===== src/rtl/sequenciador_ula.sv =====
// sequenciador_ula: operand-entry sequencer placed directly upstream of the 8-bit ULA.
// The user enters opcode, A, B and carry from the board switches, one field per confirm
// press. The registered operands drive the combinational ULA. The ULA result and flags
// are then captured into display registers.
//
// Ports:
//   Clock_in       system clock, rising edge
//   Reset_in       asynchronous active-high reset
//   Dados_in       switch value, sampled on a confirm edge
//   Carry_in       carry/borrow switch, sampled with the last operand
//   Confirma_in    confirm button (debounced, synchronised, level)
//   Cancela_in     cancel button (debounced, synchronised, level)
//   Saida_ula_in   ULA result
//   Flags_ula_in   ULA flags {overflow, carry, zero}
//   A_out, B_out, C_out, Operacao_out   registered operands to the ULA
//   Resultado_out, Flags_out            captured result and flags
//   Estado_out     current state encoding
//   Valido_out     high while the result is shown
//   Erro_out       one-cycle pulse on a rejected opcode
//
// Optional feature: define SEQ_ULA_ACUMULADOR_EN to enable result chaining.
// With the macro defined, a confirm while the result is shown loads the result into A.
// Later operations then skip A entry until reset or cancel.

module sequenciador_ula (
   input  logic       Clock_in,
   input  logic       Reset_in,
   input  logic [7:0] Dados_in,
   input  logic       Carry_in,
   input  logic       Confirma_in,
   input  logic       Cancela_in,
   input  logic [7:0] Saida_ula_in,
   input  logic [2:0] Flags_ula_in,
   output logic [7:0] A_out,
   output logic [7:0] B_out,
   output logic       C_out,
   output logic [2:0] Operacao_out,
   output logic [7:0] Resultado_out,
   output logic [2:0] Flags_out,
   output logic [2:0] Estado_out,
   output logic       Valido_out,
   output logic       Erro_out
);

   typedef enum logic [2:0] {
      StCarregaOp = 3'd0,
      StCarregaA  = 3'd1,
      StCarregaB  = 3'd2,
      StExecuta   = 3'd3,
      StExibe     = 3'd4
   } estado_t;

   localparam logic [2:0] OpNot    = 3'b011;
   localparam logic [2:0] OpMaxVal = 3'b101;

   estado_t    estado_q;
   logic [7:0] a_q, b_q, resultado_q;
   logic       c_q, valido_q, erro_q;
   logic [2:0] op_q, flags_q;
   logic       conf_prev_q;
   logic       conf;
`ifdef SEQ_ULA_ACUMULADOR_EN
   logic       acc_q;
`endif

   // conf_prev resets to 1, so a button held through reset release produces no edge.
   assign conf = Confirma_in & ~conf_prev_q;

   always_ff @(posedge Clock_in or posedge Reset_in) begin
      if (Reset_in) begin
         estado_q    <= StCarregaOp;
         a_q         <= 8'h00;
         b_q         <= 8'h00;
         c_q         <= 1'b0;
         op_q        <= 3'b000;
         resultado_q <= 8'h00;
         flags_q     <= 3'b000;
         valido_q    <= 1'b0;
         erro_q      <= 1'b0;
         conf_prev_q <= 1'b1;
`ifdef SEQ_ULA_ACUMULADOR_EN
         acc_q       <= 1'b0;
`endif
      end else begin
         conf_prev_q <= Confirma_in;
         erro_q      <= 1'b0;
         // Cancel wins over confirm. It is ignored in EXECUTA so the capture always completes.
         if (Cancela_in && (estado_q != StExecuta)) begin
            estado_q <= StCarregaOp;
            a_q      <= 8'h00;
            b_q      <= 8'h00;
            c_q      <= 1'b0;
            op_q     <= 3'b000;
            valido_q <= 1'b0;
`ifdef SEQ_ULA_ACUMULADOR_EN
            acc_q    <= 1'b0;
`endif
         end else begin
            case (estado_q)
               StCarregaOp: begin
                  if (conf) begin
                     if (Dados_in[2:0] > OpMaxVal) begin
                        erro_q <= 1'b1;
                     end else begin
                        op_q <= Dados_in[2:0];
`ifdef SEQ_ULA_ACUMULADOR_EN
                        if (acc_q) begin
                           // A already holds the previous result.
                           if (Dados_in[2:0] == OpNot) begin
                              c_q      <= Carry_in;
                              estado_q <= StExecuta;
                           end else begin
                              estado_q <= StCarregaB;
                           end
                        end else begin
                           estado_q <= StCarregaA;
                        end
`else
                        estado_q <= StCarregaA;
`endif
                     end
                  end
               end
               StCarregaA: begin
                  if (conf) begin
                     a_q <= Dados_in;
                     // NOT is unary: take the carry here and skip B entry.
                     if (op_q == OpNot) begin
                        c_q      <= Carry_in;
                        estado_q <= StExecuta;
                     end else begin
                        estado_q <= StCarregaB;
                     end
                  end
               end
               StCarregaB: begin
                  if (conf) begin
                     b_q      <= Dados_in;
                     c_q      <= Carry_in;
                     estado_q <= StExecuta;
                  end
               end
               StExecuta: begin
                  resultado_q <= Saida_ula_in;
                  flags_q     <= Flags_ula_in;
                  valido_q    <= 1'b1;
                  estado_q    <= StExibe;
               end
               StExibe: begin
                  if (conf) begin
                     valido_q <= 1'b0;
                     estado_q <= StCarregaOp;
`ifdef SEQ_ULA_ACUMULADOR_EN
                     a_q      <= resultado_q;
                     acc_q    <= 1'b1;
`endif
                  end
               end
               default: begin
                  // Unreachable encodings fall back to opcode entry.
                  valido_q <= 1'b0;
                  estado_q <= StCarregaOp;
               end
            endcase
         end
      end
   end

   assign A_out         = a_q;
   assign B_out         = b_q;
   assign C_out         = c_q;
   assign Operacao_out  = op_q;
   assign Resultado_out = resultado_q;
   assign Flags_out     = flags_q;
   assign Estado_out    = estado_q;
   assign Valido_out    = valido_q;
   assign Erro_out      = erro_q;

endmodule


===== config.mk =====
export PLATFORM = sky130hd
export DESIGN_NAME = sequenciador_ula
export DESIGN_NICKNAME = d
export VERILOG_FILES = /design/src/rtl/sequenciador_ula.sv
export SDC_FILE = /design/constraint.sdc
export NUM_CORES = 1
export LEC_CHECK = 0
export ABC_AREA = 0
export CORE_MARGIN = 2
export CORE_UTILIZATION = 40
export DETAILED_ROUTE_END_ITERATION = 6
export GPL_TIMING_DRIVEN = 0
export HOLD_SLACK_MARGIN = 0.03
export MAX_ROUTING_LAYER = met4
export PLACE_DENSITY = 0.71
export SETUP_SLACK_MARGIN = 0.02
export SKIP_LAST_GASP = 1
export SYNTH_ARGS = -nofsm -noshare
export SYNTH_HDL_FRONTEND = slang
export SYNTH_SLANG_ARGS = --single-unit

===== constraint.sdc =====
create_clock -name Clock_in -period 2.25 [get_ports Clock_in]
set_clock_uncertainty 0.2 [all_clocks]
set_input_delay 0.45 -clock Clock_in [delete_from_list [all_inputs] [get_ports Clock_in]]
set_output_delay 0.45 -clock Clock_in [all_outputs]
set_load 0.01 [all_outputs]

==> results.md <==
- Status: finished, final reports clean
- Die Footprint: 4650 um2
- Antenna cell count: 0
- Routability-driven placement congestion ratio: between 0.8 and 0.9
- Cell taking the most area after synthesis: dfrtp_1
- Worst Hold Class: reg2reg
- Netlist cell types: 31
- LEAKAGE: roughly 1 nW
- Synthesized cell area: 1650 um2
- CTS Hold Bufs: 0
- TritonCTS clock tree: done
- Starting DRT DRC Count: 53
- Critical Path AT: between 1.5 and 2 ns
- Yosys reg bits: 37
- Number of buffers created by CTS: 5
- Seq/Total Area, Yosys: 0.563
- Syn_nets: 200
- Post-Synth Simple-Gate Area: 0.226
- Setup bufs post-CTS: 0
- Max-slew violations: 0
- Clock-pin slew on the worst setup and hold paths: 0.07 ns
- Nets: 265
- Drt first pass iters: 4
- Critical path class: in2reg
- Fraction of layout cells with a size suffix above 1: 0.0579
- Largest net degree at the start of global routing: 38
- Warnings from Yosys: 0
- DR WL/cell: 13.6 um
- Max Cap Viol: 0
- Main flop type after synthesis: dfrtp_1
- Root buf cell: clkbuf_8
- Total congestion overflow: 0
- Largest cells by area after synthesis: dfrtp_1, nand2_1, o21ai_0
- Most frequent cells in the layout: clkdlybuf4s50_1, dfrtp_1, nand2_1, o21ai_0
- Tcrit/Tclk final: 0.892
- Cts repair resizes: 0
- PortBufs: 58
- Total wire length: 3.98 mm
- Initial antenna violation count: 0
- Post-route DRC: 0
- Cell count after synthesis: 176
- Main combinational cell family by area after synthesis: simple AND/OR/NAND/NOR gates
- Multi-input logic area: 621 um2
- Setup-failing EPs final: 0
- DP Wirelength: 2.87 mm
- Hold Slack: 0.273 ns
- Most common cell after layout, fill and taps aside: clkdlybuf4s50_1
- Synth Area in Adders: 0
- Placed cell area: 2290 um2
- Critical path peak fanout: 5
- Crit start category: primary input
- Peak supply drop: 0.000421 V
- Via density per instance: between 4 and 5
- Share of flip-flops with an asynchronous set or reset: 1.00
- Period minus WS final: 2.01 ns
- I/O pin cnt: 60
- Slew HR: 0.491
- Starting density of the core: 0.415
- Via count: 1435
- Post-DRT Antenna Nets: 0
- Seq. cell area: 927 um2
- RSZ-0062 raised after global routing: no
- Post-route cell area: roughly 2400 um2
- Design Power: between 1 and 1.5 mW
- Total negative slack: 0 ns
- Synthesized area per cell: 9.36 um2
- Vias in the first global route: 1458
- CP required: ~2.2 ns
- Worst Setup End Kind: register
- Number of synthesized flops with an enable pin: 0
- Clk_lat worst skew: 0.30 ns
- Fillers: 364
- Area delta synth->final: 44.5%
- Hold Vio Cnt, Final: 0
- TritonCTS Sinks: 37
- CTS Buffer Depth: 2
- Post-synthesis compound-gate area fraction: 0.139
- DIE WIDTH: 68.2 um
- Rows: 23
- Die Height: 68.2 um
- First-pass GRT wire length: around 6.6 mm
- Top cell type's share of synthesized area: 0.547
- CTS H-Tree Depth: 2
- Slew @ Worst Pin: roughly 0.76 ns
- Tot GR Track Use: 0.199
- XOR/XNOR share of the synthesized area: 0.00532
- Power density over cell area: 615 nW/um2
- Multiplexer area fraction after synthesis: 0.00607
- Core box area: 3970 um2
- Fmax achieved: 0.498 GHz
==> power by group <==
part | switching (mW) | internal, mW | leakage (nW)
Combinational | 0.113 | 0.135 | 0.502
Sequential | 0.0236 | 0.708 | 0.462
Clock | 0.236 | 0.250 | 0.0455
Total | 0.372 | 1.09 | 1.01
==> Yosys cell counts (2+ instances only) <==
master	number
dfrtp_1	36
nand2_1	36
o21ai_0	21
inv_1	12
a21oi_1	11
clkbuf_1	9
nand3_1	8
nand4_1	8
nor3_1	4
nor2b_1	3
a21o_1	2
and3b_1	2
buf_2	2
nand2b_1	2
nor2_1	2
o221a_1	2
or3_1	2
==> worst max-delay path: stages <==
cell             delay, ns
clkdlybuf4s50_1       0.53
or4b_4                0.51
or2_1                 0.26
o221a_1               0.24
==> cells by family (layout without fill, tap and decap cells) <==
kind of cell,after synthesis,count (layout)
XOR/XNOR,1,1
AO/OA/AOI/OAI,40,40
flip-flops,37,37
AND/OR/NAND/NOR,73,73
buffers and inverters,24,90
multiplexers,1,1
==> layer usage <==
layer / routed length [um] / GRT usage
met1: 1840 / 0.251
met2: 1890 / 0.303
met3: 178 / 0.0576
met4: 73 / 0.0775
met5: 0 / -
==> path summary, 6_finish.rpt <==
check                      cells past startpoint                      endpoint  slack, ns                    startpoint
max in group asynchronous                      2          A_out[6]$_DFFE_PP0P_       0.95                      Reset_in
setup / recovery                               4   Operacao_out[1]$_DFFE_PP0P_       0.24                   Confirma_in
hold / removal                                 2  Resultado_out[2]$_DFFE_PP0P_       0.27  Resultado_out[2]$_DFFE_PP0P_
hold reg to reg                                2  Resultado_out[2]$_DFFE_PP0P_       0.27  Resultado_out[2]$_DFFE_PP0P_
min in group asynchronous                      2     Estado_out[0]$_DFFE_PP0P_       0.41                      Reset_in
setup reg to reg                               5             C_out$_DFFE_PP0P_       0.29     Estado_out[2]$_DFFE_PP0P_
==> final cells by class <==
| cell class | instances | area share |
|---|---|---|
| sequential | 37 | 0.389 |
| multi-input combinational | 115 | 0.261 |
| timing repair buffer | 58 | 0.244 |
| clock buffer | 8 | 0.0378 |
| tap | 50 | 0.0263 |
| buffer | 12 | 0.0231 |
| inverter | 12 | 0.0189 |
==> sequential cells by signal, summed over array words and instances, names as in the netlist <==
register       cells
Erro_out           1
A_out              8
B_out              8
Resultado_out      8
Flags_out          3
conf_prev_q        1
Valido_out         1
C_out              1
Operacao_out       3
Estado_out         3
==> metrics by stage <==
step	std cells	utilization	setup WS, ns
after global routing	292	0.600	0.105
final	292	0.600	0.242
after detailed placement	284	0.577	-0.0861
after floorplan	176	-	0.364
after CTS	292	0.600	0.241
after global placement	284	0.577	-0.0703
No activity file was read; power rests on OpenSTA's default activity.
